## src/rtl/traffic_intersection_ctrl.sv

```systemverilog
// Two-road intersection phase sequencer: main green by default, timed side-street
// service for sensor/pedestrian requests, and emergency all-red override.
//
// state | meaning
// ST_MG  | main green (default, holds until request after minimum green)
// ST_MY  | main yellow
// ST_AR1 | all-red clearance after main
// ST_SG  | side green (walk active if a pedestrian was served)
// ST_SY  | side yellow
// ST_AR2 | all-red clearance after side
module traffic_intersection_ctrl #(
    parameter int GREEN_MAIN_MIN = 8,
    parameter int GREEN_SIDE     = 6,
    parameter int YELLOW         = 3,
    parameter int ALL_RED        = 2,
    parameter int CNT_W          = 8
) (
    input  logic       clk,
    input  logic       areset_n,
    input  logic       side_sensor,
    input  logic       ped_btn,
    input  logic       emerg,
    output logic [1:0] main_light,
    output logic [1:0] side_light,
    output logic       walk,
    output logic [2:0] phase
);

    typedef enum logic [2:0] {
        ST_MG  = 3'd0,
        ST_MY  = 3'd1,
        ST_AR1 = 3'd2,
        ST_SG  = 3'd3,
        ST_SY  = 3'd4,
        ST_AR2 = 3'd5
    } state_t;

    localparam logic [1:0] LIGHT_RED    = 2'b00;
    localparam logic [1:0] LIGHT_GREEN  = 2'b01;
    localparam logic [1:0] LIGHT_YELLOW = 2'b10;

    localparam logic [CNT_W-1:0] MG_MIN_LAST = CNT_W'(GREEN_MAIN_MIN - 1);
    localparam logic [CNT_W-1:0] SG_LAST     = CNT_W'(GREEN_SIDE - 1);
    localparam logic [CNT_W-1:0] YEL_LAST    = CNT_W'(YELLOW - 1);
    localparam logic [CNT_W-1:0] AR_LAST     = CNT_W'(ALL_RED - 1);
    localparam logic [CNT_W-1:0] TIMER_MAX   = {CNT_W{1'b1}};

    state_t           state_q, state_d;
    logic [CNT_W-1:0] timer_q, timer_d;
    logic             ped_pend_q, ped_pend_d;
    logic             emerg_seen_q, emerg_seen_d;
    logic             walk_en_q, walk_en_d;

    logic state_change;
    logic sg_entry;
    logic sg_exit;
    logic in_all_red;

    always_ff @(posedge clk or negedge areset_n) begin
        if (!areset_n) begin
            state_q      <= ST_MG;
            timer_q      <= '0;
            ped_pend_q   <= 1'b0;
            emerg_seen_q <= 1'b0;
            walk_en_q    <= 1'b0;
        end else begin
            state_q      <= state_d;
            timer_q      <= timer_d;
            ped_pend_q   <= ped_pend_d;
            emerg_seen_q <= emerg_seen_d;
            walk_en_q    <= walk_en_d;
        end
    end

    always_comb begin
        state_d = state_q;
        case (state_q)
            ST_MG: begin
                if (emerg ||
                    ((timer_q >= MG_MIN_LAST) && (side_sensor || ped_pend_q || ped_btn)))
                    state_d = ST_MY;
            end
            ST_MY: begin
                if (timer_q == YEL_LAST)
                    state_d = ST_AR1;
            end
            ST_AR1, ST_AR2: begin
                // After an emergency the side phase is skipped; main green resumes.
                if (!emerg && (timer_q == AR_LAST)) begin
                    if (emerg_seen_q || (state_q == ST_AR2))
                        state_d = ST_MG;
                    else
                        state_d = ST_SG;
                end
            end
            ST_SG: begin
                if (emerg || (timer_q == SG_LAST))
                    state_d = ST_SY;
            end
            ST_SY: begin
                if (timer_q == YEL_LAST)
                    state_d = ST_AR2;
            end
            default: state_d = ST_MG;
        endcase
    end

    assign state_change = (state_d != state_q);
    assign sg_entry     = (state_d == ST_SG) && (state_q != ST_SG);
    assign sg_exit      = (state_q == ST_SG) && (state_d != ST_SG);
    assign in_all_red   = (state_q == ST_AR1) || (state_q == ST_AR2);

    always_comb begin
        timer_d = timer_q;
        if (state_change)
            timer_d = '0;
        else if (in_all_red && emerg)
            timer_d = '0;
        else if (timer_q != TIMER_MAX)
            timer_d = timer_q + 1'b1;
    end

    // The request consumed at side-green entry decides walk for that whole phase.
    always_comb begin
        ped_pend_d = ped_pend_q | ped_btn;
        walk_en_d  = walk_en_q;
        if (sg_entry) begin
            ped_pend_d = 1'b0;
            walk_en_d  = ped_pend_q | ped_btn;
        end else if (sg_exit) begin
            walk_en_d  = 1'b0;
        end
    end

    always_comb begin
        emerg_seen_d = emerg_seen_q | emerg;
        if (state_change && ((state_d == ST_MG) || (state_d == ST_SG)))
            emerg_seen_d = 1'b0;
    end

    always_comb begin
        main_light = LIGHT_RED;
        side_light = LIGHT_RED;
        case (state_q)
            ST_MG: main_light = LIGHT_GREEN;
            ST_MY: main_light = LIGHT_YELLOW;
            ST_SG: side_light = LIGHT_GREEN;
            ST_SY: side_light = LIGHT_YELLOW;
            default: begin
                main_light = LIGHT_RED;
                side_light = LIGHT_RED;
            end
        endcase
    end

    assign walk  = walk_en_q && (state_q == ST_SG);
    assign phase = state_q;

endmodule

```

## config.mk

```make
export PLATFORM = sky130hd
export DESIGN_NAME = traffic_intersection_ctrl
export DESIGN_NICKNAME = d
export VERILOG_FILES = /design/src/rtl/traffic_intersection_ctrl.sv
export SDC_FILE = /design/constraint.sdc
export NUM_CORES = 1
export LEC_CHECK = 0
export ABC_AREA = 1
export ABC_CLOCK_PERIOD_IN_PS = 2100
export BUFFER_PORTS_ARGS = -buffer_cell sky130_fd_sc_hd__buf_2
export CAP_MARGIN = 15
export CORE_MARGIN = 5
export CORE_UTILIZATION = 50
export DETAILED_ROUTE_END_ITERATION = 10
export GPL_ROUTABILITY_DRIVEN = 0
export PLACE_DENSITY = 0.71
export SLEW_MARGIN = 10
export SYNTH_ARGS = -nofsm -noshare
export SYNTH_HDL_FRONTEND = slang
export SYNTH_SLANG_ARGS = --single-unit
```

## constraint.sdc

```tcl
create_clock -name clk -period 2.1 [get_ports clk]
set_input_delay 0.105 -clock clk [delete_from_list [all_inputs] [get_ports clk]]
set_output_delay 0.105 -clock clk [all_outputs]
set_load 0.01 [all_outputs]
```

==> metrics.cfg <==
[synth]
synth-simple-area-share_pct=40.0
synth_top_family_by_area=simple AND/OR/NAND/NOR gates
synth_compound_area_share_pct=9.08
yosysTopAreaCell=dfrtp_1
synthMuxAreaShare_pct=0
ys_seq_area_share_pct=34.8
netlist_instances=140
synth_area_leaders=dfrtp_1, nand2_1, inv_1, nor2_1, nor2_2
synthesis.area_mm2=0.00101
synth-seq-cells=14
yosys_warnings=0
synth_cell_types=22
synth_top_area_share_pct=34.8
synth_xor_area_share_pct=1.74
syn_nets=149
synth_area_per_cell_um2=7.19
synth_fa_ha_area_share_pct=4.98

[placed_design]
dp_hpwl_um=1620
portBuffers=12

[clocking]
post_cts_buffers=0
cts_root_buf=clkbuf_4
cts_sinks=14
clk_pin_slew_ns=0.09
clk_path_buf_depth=2
cts_tree=yes
clock_latency_ns=0.28
cts.htree.levels=1
cts_buffers=3

[critical_path]
slowest_delay_ns=0.42
endpoint_kind=flop
cp.arrival_ns=2.05
path_buf_inv=2
worst-setup-path-type=flop to flop
cp.required_ns=2.27
crit_path_start_kind=flop
worst-path-max-fanout=4
path_delay_family=simple AND/OR/NAND/NOR gates
cpMaxStageDelayCell=dfrtp_1
worstPathCellList=inv_1 -> ha_1 -> nand3_1 -> o21ai_2 -> nor2_1 -> nor2_2 -> nand3_4 -> nand2_1 -> inv_1 -> ha_1 -> nand2_1 -> o21ai_1

[global_route]
grt_pass1_wl_um=3550
antenna_found_initial=0
gr-usage-met3_pct=4.63
first_global_vias=859
grt_max_degree=15
grt_overflow_total=0
met1_usage_pct=17.6
globalRouteTotalUtil_pct=16.7
grtUsageMet2_pct=31.3
top_usage_layer=met2

[detailed_routing]
vias_per_cell=4.80
drt_wl_total_um=2010
drt_iter0_drc=9
vias=883
dr.pass1.iters=4
drcViolationCount=0
drtAntennaViolNets=0
wire_per_inst_um=10.9

[pwr]
p_leak_nw=0.575
ir_drop_uv=608
powerDensity_mw_per_mm2=946

[sta]
hold_violations=0
fin_skew_ns=0.00265
setup_tns_ns=0
setup_viol=0
rsz0062_at_grt=false
finalCritPeriodShare_pct=89.2
slew-limit-headroom_pct=66.7
period_needed_ns=1.87
max_freq_mhz=534
slew_violations=0
whs_ns=0.0759
worstMarginPinSlew_ns=0.496

[floorplanning]
die-width_um=54.9
design.die.area_mm2=0.00301
fp.dieH_um=54.9
coreArea_mm2=0.00194
num_rows=16
initial_core_util_pct=51.8
pin_count=13

[run_status]
status=complete, no violations

[hold_path]
hold_path.class=input pin to flop

[layout]
layout_common_cells=nand2_1, inv_1, nor2_1, dfrtp_1, buf_2
nets=167
layout-drive-gt1-share_pct=26.8
area_growth_pct=14.8
fillers=194
insertedDiodeCount=0
final_util_pct=59.5
final_common_cell=nand2_1

[job]
cap_violations=0

-- power by group --
group	leakage (nW)	internal (W)	switching [W]
Sequential	0.176	0.000321	0.0000602
Combinational	0.379	0.000184	0.000333
Clock	0.0210	0.000105	0.0000879
-- per-stage QoR --
stage	instance area [µm²]	instances	power [W]	setup slack (ns)
detailed placement	1100	179	0.000907	0.134
floorplan	1010	140	0.000787	0.284
global route	1150	184	0.00120	0.000569
finish	1150	184	0.00109	0.227
CTS	1150	184	0.00110	0.113
global placement	1100	179	0.000895	0.199
-- registers in the layout, summed over array words and instances (netlist names) --
signal / flops
phase: 3
timer_q: 8
walk_en_q: 1
emerg_seen_q: 1
ped_pend_q: 1
-- Yosys cell counts, drive strengths merged --
library cell  instances
xnor2                 1
nand3                 9
a31oi                 1
nor2                 25
xor2                  1
inv                  25
nand2                39
o21ai                12
nand4                 2
nor3                  4
ha                    4
a21oi                 3
dfrtp                14
-- kinds of logic after synthesis --
group / after synthesis
AO/OA/AOI/OAI: 16
XOR/XNOR: 2
adder cells (fa/ha/maj): 4
buffers and inverters: 25
flip-flops: 14
AND/OR/NAND/NOR: 79
-- tightest hold or removal path, stage by stage --
cell	delay, ns
buf_2	0.08
nor2_1	0.04
nor2_1	0.08
-- per-layer routing --
| layer | up-vias | routed length (µm) |
|---|---|---|
| li1 | 468 | - |
| met1 | 395 | 828 |
| met2 | 18 | 1060 |
| met3 | 2 | 101 |
| met4 | 0 | 18 |
| met5 | - | 0 |
-- path summary, 6_finish.rpt --
check	endpoint	startpoint	cells past startpoint	slack, ns
setup reg to reg	walk_en_q	timer_q[1]	12	0.23
hold reg to reg	walk_en_q	walk_en_q	2	0.51
min in group asynchronous	timer_q[3]	areset_n	2	0.24
hold / removal	ped_pend_q	ped_btn	3	0.08
setup / recovery	walk_en_q	timer_q[1]	12	0.23
max in group asynchronous	timer_q[1]	areset_n	2	1.63
-- final cells by class --
cell class	instances	area (µm²)	share of cell area, %
clock buffers	4	36.3	3.14
inverters	25	93.8	8.13
multi-input cells	101	571	49.4
flip-flops and latches	14	350	30.3
well taps	27	33.8	2.93
repair buffers	13	70.1	6.07
-- repair_timing --
action                                  4_1_cts  5_1_grt
endpoints found under the hold margin        14        0
endpoints found under the setup margin        0        1
gates resized for setup                       0        5
hold buffers                                  1        0
(Power assumes the default switching activity.)
